## src/rtl/ons_calc.sv

```systemverilog
// ons_calc: registered 28.5x scaler with round-half-up.
// Y = 28*X + ceil(X/2) for a 6-bit unsigned X, captured one cycle after
// in_valid, qualified by out_valid. The 11-bit result cannot overflow
// (max 1796 at X=63), so there is no saturation or wrap handling.
module ons_calc (
  input  logic        clk,
  input  logic        rst_n,
  input  logic        in_valid,
  input  logic [5:0]  X,
  output logic [10:0] Y,
  output logic        out_valid
);

  logic [10:0] x_ext;
  logic [10:0] x_times_28;
  logic [6:0]  x_plus_one;
  logic [6:0]  ceil_half;
  logic [10:0] y_next;

  // 28*X as 32*X - 4*X; the 11-bit width holds 32*63 = 2016 without loss.
  assign x_ext      = {5'b0, X};
  assign x_times_28 = (x_ext << 5) - (x_ext << 2);

  // ceil(X/2) as (X+1)>>1; the 7-bit sum keeps X=63 from wrapping to 0.
  assign x_plus_one = {1'b0, X} + 7'd1;
  assign ceil_half  = x_plus_one >> 1;

  assign y_next = x_times_28 + {4'b0, ceil_half};

  // Result register: loads only on valid input, otherwise holds; valid
  // flag is a one-cycle delayed copy of in_valid.
  always_ff @(posedge clk or negedge rst_n) begin
    if (!rst_n) begin
      Y         <= '0;
      out_valid <= 1'b0;
    end else begin
      // NOTE: non-blocking assignments keep every register sampling the
      // pre-edge values, so ordering inside this block cannot matter.
      out_valid <= in_valid;
      if (in_valid) begin
        Y <= y_next;
      end
    end
  end

endmodule

```

## config.mk

```make
export PLATFORM = sky130hd
export DESIGN_NAME = ons_calc
export DESIGN_NICKNAME = d
export VERILOG_FILES = /design/src/rtl/ons_calc.sv
export SDC_FILE = /design/constraint.sdc
export NUM_CORES = 1
export LEC_CHECK = 0
export CAP_MARGIN = 15
export CORE_MARGIN = 2
export CORE_UTILIZATION = 45
export CTS_CLUSTER_DIAMETER = 100
export DETAILED_ROUTE_END_ITERATION = 8
export DONT_BUFFER_PORTS = 1
export GPL_ROUTABILITY_DRIVEN = 0
export PLACE_DENSITY_LB_ADDON = 0.08
export SLEW_MARGIN = 20
export SYNTH_ARGS = -nofsm -noshare
export SYNTH_HDL_FRONTEND = slang
export SYNTH_SLANG_ARGS = --single-unit
export TNS_END_PERCENT = 20
```

## constraint.sdc

```tcl
create_clock -name clk -period 3.5 [get_ports clk]
set_input_delay 0.7 -clock clk [delete_from_list [all_inputs] [get_ports clk]]
set_output_delay 0.7 -clock clk [all_outputs]
set_load 0.02 [all_outputs]
```

### After elaboration in Yosys (flattened, before gate mapping)

Index checks and enable logic that the tools add are counted.

| storage, ports and cells | value |
|---|---|
| logic and storage cells | 5 |
| output and inout bits | 12 |
| bits of input ports | 9 |
| memories kept | 0 |
| RAM bits | 0 |
| memory bits (read-only) | 0 |
| bits in latches | 0 |
| bits in registers | 12 |

| cells by class | value |
|---|---|
| eq/ne operators | 0 |
| shift-type cells | 0 |
| muxes and demuxes | 0 |
| add/subtract/negate cells | 3 |
| div/mod/pow operators | 0 |
| reductions and logical operators | 0 |
| $lt $le $gt $ge | 0 |
| multipliers | 0 |
| bitwise operators | 0 |

Operators by type and width:

| kind | number |
|---|---|
| $add A11 B6 Y11 | 1 |
| $sub A11 B8 Y11 | 1 |
| $add A6 B1 Y7 const B | 1 |

### Logic depth before layout (Yosys ltp)

Gate-level depths: netlist of run 1.

| logic depth | value |
|---|---|
| depth after elaboration | 2 |
| gate-level depth with buffers | 10 |
| mapped depth without buffers | 9 |

### Worst setup path after synthesis of run 1

OpenSTA, ideal clock, no wires.

| timing path | value |
|---|---|
| path kind | input to register |
| start point | input X[0] |
| end point | register Y[10] |
| library setup time | 0.124 ns |
| slack | 0.628 ns |
| path buffers | 1 |
| data required time | 3.376 ns |
| stages on the path | 10 |
| arrival time | 2.749 ns |
| cell sequence | ha_1 > nand3_1 > nor2_1 > fa_1 > ha_1 > clkbuf_1 > nor3_1 > o311a_1 > a311o_1 > a211o_1 |

| between the ends | value |
|---|---|
| word-level cells in the longest chain between the ends | 2 |
| elaborated cells on any way between the ends | 3 |
| classes of those cells | 3 x add/sub |

RTL lines:

| element | line | text |
|---|---|---|
| start, declared | 9 | `input logic [5:0] X,` |
| $sub A11 B8 Y11 or $add A6 B1 Y7 (tied branches) | 22, 25 |  |
| $add A11 B6 Y11 * | 28 | `assign y_next = x_times_28 + {4'b0, ceil_half};` |
| end signal, assigned | 41 | `Y <= y_next;` |
| end, declared | 10 | `output logic [10:0] Y,` |

Every way passes the cells marked *; elsewhere a longest branch is shown, timed or not.
A chain may end at the register's enable or synchronous reset.

### Worst setup path after layout of run 1

| timing path | value |
|---|---|
| start point | input X[0] |
| end point | register Y[8] |

The elaborated chain is that of the path after synthesis.

==> results.tsv, run 1 <==
stage	metric	value	unit
routing	DRT Pass-1 Iters	4	
critical_path	Critical Path Fanout Max	6	
critical_path	Crit path top cell by count	ha_1	
floorplan	area of the die	2850	um2
clocking	clk sink count	12	
timing	Tcrit/Tclk final	76.7	%
critical_path	crit path kind	input port to flop	
global_route	initial antenna violation count	0	
routing	initial DRC count	18	
placement	count of input and output buffers	0	
layout	most frequent cells in the layout	ha_1 (17), dfrtp_1 (12), inv_1 (10), nor2_1 (10), a21oi_1 (9)	
synthesis	largest family of logic cells by synthesized area	adder cells	
layout	nets	154	
timing	Final Hold Vio Count	0	
min_path	worst min-delay path category	input port to asynchronous set/reset pin	
synthesis	mux share of post-synthesis cell area	3.08	%
synthesis	EDFF count, synth	0	
critical_path	CP bufs+invs	0	
synthesis	xor-xnor portion of the synthesized cell area	6.27	%
layout	commonest non-fill, non-tap cell in the layout	ha_1	
power_and_ir_drop	Comb pwr share	35.4	%
synthesis	sequential fraction of the synthesis area	27.4	%
clocking	clock transition at the registers of the reported paths	0.07	ns
global_route	grt ovf	0	
timing	Setup-failing EPs final	0	
critical_path	Req. time, crit path	3.64	ns
critical_path	crit path DAT	2.83	ns
job	max cap viols	0	
global_route	number of global-route vias before repair	887	
placement	Placed Cells incl. Taps	150	
timing	RSZ-0062 raised after global routing	no	
timing	actual slew at the worst max-slew pin	0.359	ns
synthesis	yosys warns	0	
placement	Placed Area	1120	um2
timing	Setup Skew	0	ns
layout	share of layout cells above drive strength 1	7.20	%
critical_path	Critical R2R Capture	Y[10]$_DFFE_PN0P_	
power_and_ir_drop	Switching Fraction	40.8	%
clocking	Clock Latency Late Sink	0.26	ns
clocking	H-tree levels	1	
routing	WL final	2.31	mm
synthesis	post-synthesis adder-cell area fraction	21.2	%
status	status	finished, final reports clean	
routing	Routed WL per cell	15.1	um
global_route	gr usage total	19.0	%
critical_path	worst reg2reg startpoint	Y[10]$_DFFE_PN0P_	
critical_path	crit path capture type	flop	
critical_path	Reg2Reg Depth	3	
synthesis	predominant post-synthesis flop cell	dfrtp_1	
clocking	post-CTS setup buffers	0	
power_and_ir_drop	Max VDD drop	0.000285	V
timing	Min Clock Period, post-route	2.69	ns
routing	vias per cell	5.82	
layout	Diodes inserted	0	
timing	max_slew headroom	75.4	%
synthesis	Synth Net Count	151	
routing	Post-DRT Antenna Nets	0	
power_and_ir_drop	Cell Pwr Density	431	nW/um2
power_and_ir_drop	leakage power	0.529	nW
routing	via count	890	
floorplan	Die Wd	53.4	um
layout	area delta synth->final	4.56	%
clocking	Post-CTS Resized	0	
critical_path	crit-path leading delay family	adder cells	
critical_path	CP max stage cell	ha_1	
synthesis	count of cell types in the netlist	35	
power_and_ir_drop	Net Sw Power	0.202	mW
critical_path	Worst path max stage delay	0.37	ns
synthesis	Post-Syn Instances	124	
floorplan	Cell Rows	17	
synthesis	Avg Cell Area, Syn	8.85	um2
clocking	CTS tree	yes	
timing	Slew Limit Fails	0	
synthesis	synthesized area	1100	um2
placement	Detail Placement HPWL	1.90	mm
timing	hold_ws	0.122	ns
synthesis	Post-Synth Simple-Gate Area	18.2	%
global_route	first-pass GRT wire length	3.98	mm
power_and_ir_drop	Clk pwr share	16.5	%
power_and_ir_drop	Flop pwr share	48.1	%
clocking	clock root cell	clkbuf_4	
critical_path	CP Launch Type	input port	
synthesis	FF+latch count, synth	12	
clocking	CTS buffer count	3	
floorplan	I/O pin count	21	
critical_path	Reg2Reg Setup Slack	2.23	ns
synthesis	share of flip-flops with an asynchronous set or reset	100	%
floorplan	initial core utilization	48.7	%
routing	# DRC	0	
timing	fmax	372	MHz
clocking	hold-fix buffers at CTS	0	
layout	design area	1150	um2
clocking	Clock Path Buffers	2	
floorplan	Die Height	53.4	um
global_route	largest net degree at the start of global routing	18	
timing	Setup TNS Final	0	ns
power_and_ir_drop	Internal	0.293	mW
critical_path	critical path cell sequence	ha_1 -> nand3_1 -> xnor2_1 -> ha_1 -> ha_1 -> nand3_1 -> o2111ai_1 -> o311a_1 -> or3_1	
synthesis	Synth Area in Compound Gates	19.4	%
layout	Cell Count, Final, Fillers Out	153	
floorplan	core area	2250	um2
## registers in the layout, summed over array words and instances, names as in the netlist
register / count
out_valid: 1
Y: 11
## layout make-up
| cell class | count | area, um2 |
|---|---|---|
| Fill cell | 229 | 1110 |
| Sequential cell | 12 | 300 |
| Multi-Input combinational cell | 99 | 748 |
| Tap cell | 28 | 35.0 |
| Clock buffer | 3 | 22.5 |
| Inverter | 11 | 41.3 |
## power by group through the flow
stage | combinational (mW) | sequential (mW) | clock, mW
after detailed placement | 0.174 | 0.241 | 0
after global placement | 0.172 | 0.241 | 0
after global routing | 0.200 | 0.243 | 0.0939
after CTS | 0.176 | 0.239 | 0.0855
after floorplan | 0.145 | 0.234 | 0
final | 0.175 | 0.238 | 0.0817
## metal layers
layer	GRT usage, %	vias up	share of wire, %	wire (um)
met5	0	-	0	0
met4	4.70	0	0.43	10
met3	3.39	2	5.3	122
met2	29.8	18	45	1040
met1	26.6	409	49	1140
li1	-	461	-	-
## synth_stat cells (3+ instances only)
master	instances	area, um2
o2111ai_1	3	26.3
or3_1	3	18.8
a21oi_1	9	45.0
inv_1	10	37.5
nand2_1	8	30.0
o21ai_0	3	15.0
ha_1	17	213
nand3_1	7	35.0
nor4_1	3	18.8
nor2b_1	3	18.8
nor2_1	10	37.5
mux2_2	3	33.8
o31ai_1	3	22.5
xnor2_1	5	43.8
dfrtp_1	12	300
## how the worst max path moves through the flow
stage,start,endpoint,cells after the start
finish,X[0],Y[8]$_DFFE_PN0P_,9
global route,X[0],Y[10]$_DFFE_PN0P_,9
CTS,X[0],Y[8]$_DFFE_PN0P_,9
detailed placement,X[0],Y[8]$_DFFE_PN0P_,9
global placement,X[0],Y[8]$_DFFE_PN0P_,9
floorplan,X[0],Y[10]$_DFFE_PN0P_,10
## cell families (layout without fill, tap and decap cells)
family	after synthesis	count (layout)
compound gates	30	30
buf+inv	13	14
fa+ha+maj	18	18
xor+xnor	7	7
simple gates	41	41
flops	12	12
mux	3	3
## through the flow
stage / setup WS, ns / util (%) / power (mW)
final: 0.815 / 50.9 / 0.495
after global routing: 0.547 / 50.9 / 0.537
after CTS: 0.827 / 50.9 / 0.500
after detailed placement: 0.566 / 49.9 / 0.415
after global placement: 0.576 / 49.9 / 0.413
after floorplan: 0.628 / - / 0.379
Note: power is estimated with default switching activity, not from simulation.
==> run 2: changes to the inputs <==
==> constraint.sdc (replaced) <==
create_clock -name clk -period 2.35 [get_ports clk]
set_input_delay 0.47 -clock clk [delete_from_list [all_inputs] [get_ports clk]]
set_output_delay 0.47 -clock clk [all_outputs]
set_load 0.02 [all_outputs]
==> results.tsv, run 2 (synthesized netlist as in run 1, its figures left out) <==
stage	metric	value	unit
routing	Post-DRT Antenna Nets	0	
layout	max reg flops	11	
critical_path	crit path kind	input port to flop	
floorplan	area of the die	2850	um2
layout	area delta synth->final	19.5	%
global_route	first-pass GRT wire length	4.19	mm
layout	Diodes inserted	0	
routing	initial DRC count	12	
status	status	finished, final reports clean	
timing	max_slew headroom	64.6	%
routing	Routed WL per cell	15.0	um
power_and_ir_drop	Max VDD drop	0.000483	V
layout	Cell Count, Final, Fillers Out	166	
global_route	gr usage total	20.3	%
job	max cap viols	0	
floorplan	core area	2250	um2
floorplan	Die Height	53.4	um
placement	Placed Area	1280	um2
placement	Placed Cells incl. Taps	162	
clocking	CTS buffer count	3	
global_route	number of global-route vias before repair	979	
timing	Setup-failing EPs final	0	
clocking	clock root cell	clkbuf_4	
power_and_ir_drop	leakage power	0.591	nW
placement	Detail Placement HPWL	2.00	mm
layout	nets	167	
clocking	H-tree levels	1	
routing	via count	979	
timing	Tcrit/Tclk final	95.9	%
floorplan	I/O pin count	21	
layout	# fillers	221	
timing	Slew Limit Fails	0	
clocking	CTS tree	yes	
timing	fmax	444	MHz
routing	# DRC	0	
layout	most frequent cells in the layout	ha_1 (13), dfrtp_1 (12), buf_4 (12)	
clocking	hold-fix buffers at CTS	1	
global_route	grt ovf	0	
timing	RSZ-0062 raised after global routing	no	
clocking	Post-CTS Resized	0	
critical_path	CP Launch Type	input port	
clocking	Clock Path Buffers	2	
critical_path	Req. time, crit path	2.51	ns
timing	Setup Skew	0	ns
clocking	clk sink count	12	
layout	commonest non-fill, non-tap cell in the layout	ha_1	
timing	Final Hold Vio Count	0	
clocking	Clock Latency Late Sink	0.26	ns
routing	WL final	2.49	mm
layout	share of layout cells above drive strength 1	20.3	%
global_route	initial antenna violation count	0	
critical_path	crit path DAT	2.41	ns
layout	Biggest register	Y	
global_route	largest net degree at the start of global routing	18	
clocking	clock transition at the registers of the reported paths	0.07	ns
layout	Largest regs	Y (11), out_valid (1)	
placement	count of input and output buffers	0	
routing	DRT Pass-1 Iters	4	
floorplan	Cell Rows	17	
timing	Min Clock Period, post-route	2.25	ns
layout	design area	1310	um2
critical_path	crit path capture type	flop	
power_and_ir_drop	Cell Pwr Density	613	nW/um2
floorplan	Die Wd	53.4	um
critical_path	Critical Path Fanout Max	6	
timing	actual slew at the worst max-slew pin	0.530	ns
clocking	post-CTS setup buffers	0	
floorplan	initial core utilization	48.7	%
routing	vias per cell	5.90	
min_path	worst min-delay path category	input port to flop	
run 2: final timing paths:
check                             startpoint                  end  slack, ns  depth (start not counted)
setup / recovery                        X[3]     Y[9]$_DFFE_PN0P_        0.1                          9
hold / removal                      in_valid  out_valid$_DFF_PN0_       0.23                          0
setup reg to reg           Y[10]$_DFFE_PN0P_    Y[10]$_DFFE_PN0P_       1.07                          3
hold reg to reg             Y[6]$_DFFE_PN0P_     Y[6]$_DFFE_PN0P_       0.65                          2
max in group asynchronous              rst_n     Y[3]$_DFFE_PN0P_       1.38                          1
min in group asynchronous              rst_n     Y[9]$_DFFE_PN0P_       0.62                          1
run 2: stage by stage:
step | power, mW | hold WS (ns) | setup slack, ns | setup TNS (ns) | utilization (%)
floorplan | 0.596 | 0.174 | -0.0465 | -0.0876 | -
global placement | 0.676 | 0.175 | -0.0989 | -0.288 | 56.7
detailed placement | 0.681 | 0.175 | -0.139 | -0.461 | 56.7
CTS | 0.814 | 0.221 | 0.133 | 0 | 58.2
global route | 0.864 | 0.212 | 0.00965 | 0 | 58.2
finish | 0.804 | 0.231 | 0.0964 | 0 | 58.2
run 2: layout make-up:
cell class                 count  area, um2  area share [%]
timing repair buffer          13        100            7.63
inverter                      11       41.3            3.15
clock buffer                   3       22.5            1.72
multi-input combinational     99        812            61.9
tap                           28       35.0            2.67
sequential                    12        300            22.9
run 2: routing by layer:
layer,wire length (um),up-vias,global-route usage (%)
li1,-,489,-
met1,1210,461,27.9
met2,1100,25,32.1
met3,140,4,2.54
met4,31,0,7.69
met5,0,-,0
run 2: where the power goes:
part           internal (mW)  switching, mW
registers              0.257         0.0974
clock network         0.0592         0.0604
logic                  0.170          0.160
total                  0.486          0.318
run 2: critical path, cell delays in order:
cell and delay (ns):
ha_1 0.14, nand4_1 0.12, xnor2_1 0.15, ha_1 0.31, ha_4 0.27, a21oi_1 0.23, a21oi_1 0.15, o31a_1 0.28
o31ai_1 0.29
==> run 3: changes to the inputs <==
--- a/config.mk
+++ b/config.mk
@@ -13,7 +13,7 @@
 export DONT_BUFFER_PORTS = 1
 export GPL_ROUTABILITY_DRIVEN = 0
 export PLACE_DENSITY_LB_ADDON = 0.08
-export SLEW_MARGIN = 20
+export SLEW_MARGIN = 10
 export SYNTH_ARGS = -nofsm -noshare
 export SYNTH_HDL_FRONTEND = slang
 export SYNTH_SLANG_ARGS = --single-unit
==> results of run 3 <==
No change in the layout: final DEF, timing and power equal those of run 2.
==> patch 1, RTL diff (flow settings as in run 1) <==
Remove the register `out_valid`: a continuous assignment takes its place, so the output `out_valid` follows one clock earlier.
--- a/src/rtl/ons_calc.sv
+++ b/src/rtl/ons_calc.sv
@@ -32,16 +32,16 @@
   always_ff @(posedge clk or negedge rst_n) begin
     if (!rst_n) begin
       Y         <= '0;
-      out_valid <= 1'b0;
     end else begin
       // NOTE: non-blocking assignments keep every register sampling the
       // pre-edge values, so ordering inside this block cannot matter.
-      out_valid <= in_valid;
       if (in_valid) begin
         Y <= y_next;
       end
     end
   end
 
+  assign out_valid = in_valid;
+
 endmodule
 
Check against the original RTL: not equivalent (a bounded check fails within 4 cycles, from zero or initial values and one cycle with rst_n low).
==> patch 1 against run 1 <==
- sequential cell count shrank 1
- wire length shrank 4.1%
- die area shrank 1.5%
- total power shrank 2.9%
- final area shrank 1.9%
- count of clock-buffer cells in the layout grew 1
- area after synthesis shrank 1.6%
- worst setup slack gained 0.0023 ns
- clock skew is the same
- critical endpoint is now Y[10]$_DFFE_PN0P_
- largest cell class unchanged
- largest power group unchanged
- highest routed layer unchanged
==> patch 1: results <==
metrics = {
    "run_status": {
        "status": "finished clean",
    },
    "cts": {
        "cts.reportedPaths.clkPinSlew_ns": 0.06,
        "cts_resized": 0,
        "post_cts_buffers": 0,
        "root_buffer": "clkbuf_4",
        "clk_latency_ns": 0.26,
    },
    "setup_path": {
        "reg2reg_depth": 3,
        "crit_slowest_cell": "a2111oi_0",
        "cp_max_fo": 8,
        "r2r-start": "Y[10]$_DFFE_PN0P_",
        "cpPeakStageDelay_ns": 0.48,
        "cp_top_family": "adder cells",
        "cp-startpoint": "X[0]",
        "crit_arrival_ns": 2.88,
        "endpoint": "Y[10]$_DFFE_PN0P_",
    },
    "placement": {
        "pre_cts_ws_ns": 0.527,
        "dpl.hpwl_mm": 1.80,
        "io_buffers": 0,
        "dpl_cell_area_sq_um": 1100,
        "dp_cells": 149,
    },
    "power": {
        "p_leak_nw": 0.518,
        "p_comb_mw": 0.176,
        "p_int_mw": 0.285,
        "powerDensity_nw_per_um2": 427,
        "ir_drop_v": 0.000320,
    },
    "cells_and_area": {
        "reg.largest.list": "Y: 11 flops",
        "fillers": 226,
        "diodes": 0,
    },
    "synth": {
        "synth_area_leaders": "dfrtp_1, ha_1, a21oi_1",
        "ys_types": 36,
        "synthTopCellsByCount": "ha_1, dfrtp_1, inv_1, nor2_1, a21oi_1",
        "ys_dominant_reg_cell": "dfrtp_1",
        "synth-seq-area-share_pct": 25.5,
    },
    "detailed_routing": {
        "vias_per_cell": 5.82,
        "wire_per_inst_um": 14.5,
        "vias": 891,
        "drt_iter0_markers": 17,
    },
    "sta": {
        "worst_slew_pin_slew_ns": 0.462,
        "finalWorstSetupSlack_ns": 0.817,
        "fin_hold_ws_ns": 0.130,
    },
    "grt": {
        "first_global_vias": 877,
        "antenna_found_initial": 0,
        "grt_pass1_wl_mm": 3.75,
        "grt_use_total_pct": 18.1,
        "grt_max_degree": 18,
    },
    "hold_path": {
        "hold_path_class": "input port to async pin",
    },
}
==> patch 1: changes by cell type after synthesis <==
cell	run 1	this run
buf_4	0	1
dfrtp_1	12	11
==> patch 1: kinds of logic (layout without fill, tap and decap cells) <==
family / Yosys count / count (layout) / share of synthesized area [%]
flip-flops: 11 / 11 / 25.5
AO/OA/AOI/OAI: 30 / 30 / 19.7
adder cells (fa/ha/maj): 18 / 18 / 21.6
buffers and inverters: 14 / 15 / 5.21
XOR/XNOR: 7 / 7 / 6.37
AND/OR/NAND/NOR: 41 / 41 / 18.5
multiplexers: 3 / 3 / 3.13
==> patch 1: layout make-up <==
cell class / count / area [sq um] / share of cell area (%)
sequential: 11 / 275 / 24.4
clock buffer: 4 / 26.3 / 2.33
multi-input combinational: 99 / 748 / 66.4
inverter: 11 / 41.3 / 3.67
tap: 28 / 35.0 / 3.11
==> patch 1: per-layer routing <==
layer	global-route usage, %	share of wire, %
met4	7.26	0.86
met1	26.5	49
met2	26.5	45
met5	0	0
met3	2.54	5.1
==> patch 2, RTL diff (config.mk and constraints of run 1) <==
Without the edit above. Register the input `X` before use. The logic sees it one clock later. The other inputs are not delayed to match. Comments in the files are not updated.
--- a/src/rtl/ons_calc.sv
+++ b/src/rtl/ons_calc.sv
@@ -11,6 +11,12 @@
   output logic        out_valid
 );
 
+  logic [5:0] X_q;
+
+  always_ff @(posedge clk) begin
+    X_q <= X;
+  end
+
   logic [10:0] x_ext;
   logic [10:0] x_times_28;
   logic [6:0]  x_plus_one;
@@ -18,11 +24,11 @@
   logic [10:0] y_next;
 
   // 28*X as 32*X - 4*X; the 11-bit width holds 32*63 = 2016 without loss.
-  assign x_ext      = {5'b0, X};
+  assign x_ext      = {5'b0, X_q};
   assign x_times_28 = (x_ext << 5) - (x_ext << 2);
 
   // ceil(X/2) as (X+1)>>1; the 7-bit sum keeps X=63 from wrapping to 0.
-  assign x_plus_one = {1'b0, X} + 7'd1;
+  assign x_plus_one = {1'b0, X_q} + 7'd1;
   assign ceil_half  = x_plus_one >> 1;
 
   assign y_next = x_times_28 + {4'b0, ceil_half};
Check against the original RTL: not equivalent (Yosys sat finds a counterexample within 4 cycles, from zero or initial values and one cycle with rst_n low).
==> patch 2 against run 1 <==
- area after synthesis increased by 12%
- wire length increased by 2.9%
- sequential cell count increased by 6
- total power increased by 23%
- critical path depth unchanged
- worst setup slack got worse by 0.26 ns
- final area increased by 12%
- core utilization increased by 0.20 points
- largest cell class unchanged
==> patch 2: results <==
metrics = {
    "grt": {
        "first_global_vias": 899,
        "grt_use_total_pct": 16.3,
        "grt_pass1_wl_mm": 4.08,
        "antenna_found_initial": 0,
    },
    "placement": {
        "pre_cts_ws_ns": 0.544,
        "dpl.hpwl_mm": 1.87,
        "io_buffers": 0,
        "dpl_cell_area_sq_um": 1250,
    },
    "cells_and_area": {
        "drive_gt1_share_pct": 10.7,
        "diodes": 0,
        "fillers": 261,
        "reg.largest.list": "Y: 11 flops, X_q: 6 flops, out_valid: 1 flops",
        "final_net_count": 159,
    },
    "setup_path": {
        "endpoint": "Y[10]$_DFFE_PN0P_",
        "rrSetupSlack_ns": 0.56,
        "r2r-start": "X_q[0]$_DFF_P_",
        "reg2reg_depth": 9,
        "cpPeakStageDelay_ns": 0.45,
        "crit_slowest_cell": "dfxtp_1",
        "end_kind": "register",
        "crit_arrival_ns": 3.18,
        "cp_max_fo": 7,
        "cp-startpoint": "X_q[0]$_DFF_P_",
    },
    "detailed_routing": {
        "wire_per_inst_um": 14.8,
        "drtPass1Iterations": 4,
        "vias": 930,
        "drt_iter0_markers": 26,
    },
    "sta": {
        "timing.slew.headroom_pct": 77.0,
        "fin_hold_ws_ns": 0.0835,
        "fin_crit_sh_pct": 84.1,
        "skew_ns": 0.00449,
    },
    "cts": {
        "clk_latency_ns": 0.29,
        "cts.reportedPaths.clkPinSlew_ns": 0.10,
        "cts_max_path_buffers": 2,
        "htree_levels": 1,
        "root_buffer": "clkbuf_4",
        "numCtsBuffers": 3,
    },
    "synth": {
        "synth_area_leaders": "dfrtp_1, ha_1, dfxtp_1",
        "ys_types": 40,
        "ys_dominant_reg_cell": "dfrtp_1",
        "synth-seq-area-share_pct": 34.3,
        "synthTopCellsByCount": "ha_1, dfrtp_1, inv_1",
        "ys_async_sr_fraction_pct": 66.7,
    },
    "power": {
        "ir_drop_v": 0.000259,
        "p_leak_nw": 0.606,
    },
    "run_status": {
        "status": "finished clean",
    },
}
patch 2: cell type report:
| cell class | count | area, sq um | share of cell area (%) |
|---|---|---|---|
| well taps | 30 | 37.5 | 2.91 |
| flip-flops and latches | 18 | 420 | 32.6 |
| clock buffers | 4 | 36.3 | 2.82 |
| multi-input cells | 98 | 753 | 58.4 |
| inverters | 11 | 41.3 | 3.20 |
patch 2: worst min path at each step:
| stage | from | end | cells past startpoint |
|---|---|---|---|
| 4_1_cts | rst_n | Y[2]$_DFFE_PN0P_ | 0 |
| 3_3_place_gp | rst_n | out_valid$_DFF_PN0_ | 0 |
| 6_report | rst_n | Y[2]$_DFFE_PN0P_ | 0 |
| 3_5_place_dp | rst_n | out_valid$_DFF_PN0_ | 0 |
| 5_1_grt | rst_n | Y[2]$_DFFE_PN0P_ | 0 |
| 2_1_floorplan | rst_n | Y[0]$_DFFE_PN0P_ | 0 |
patch 2: critical path: cells and delay by family, from the launching register on:
family	cells	cell delay [ns]
adder cells (fa/ha/maj)	3	0.97
flip-flops	1	0.45
AND/OR/NAND/NOR	4	0.74
AO/OA/AOI/OAI	2	0.74
patch 2: power breakdown:
part	switching (mW)	total (mW)	leakage [nW]	internal, mW
clock	0.0648	0.128	0.0210	0.0634
combinational	0.0916	0.172	0.394	0.0800
sequential	0.0657	0.307	0.191	0.242
patch 2: cell families after synthesis:
kind of cell	Yosys count	synth area share, %
buf+inv	14	4.29
xor+xnor	6	4.90
simple gates	43	18.0
fa+ha+maj	18	19.0
flops	18	34.3
mux	2	1.84
compound gates	29	17.8
patch 2: metrics by stage:
step           power (mW)  utilization, %  instances
2_1_floorplan       0.449               -        130
3_3_place_gp        0.482            49.7        157
3_5_place_dp        0.484            49.7        157
4_1_cts             0.615            51.1        161
5_1_grt             0.647            51.1        161
6_report            0.607            51.1        161
patch 2: layer usage:
layer | GRT usage (%) | share of wire (%) | vias up
met1 | 22.4 | 51 | 427
met3 | 3.26 | 3.5 | 4
li1 | - | - | 474
met5 | 0 | 0 | -
met4 | 5.10 | 1.2 | 0
met2 | 25.5 | 44 | 25
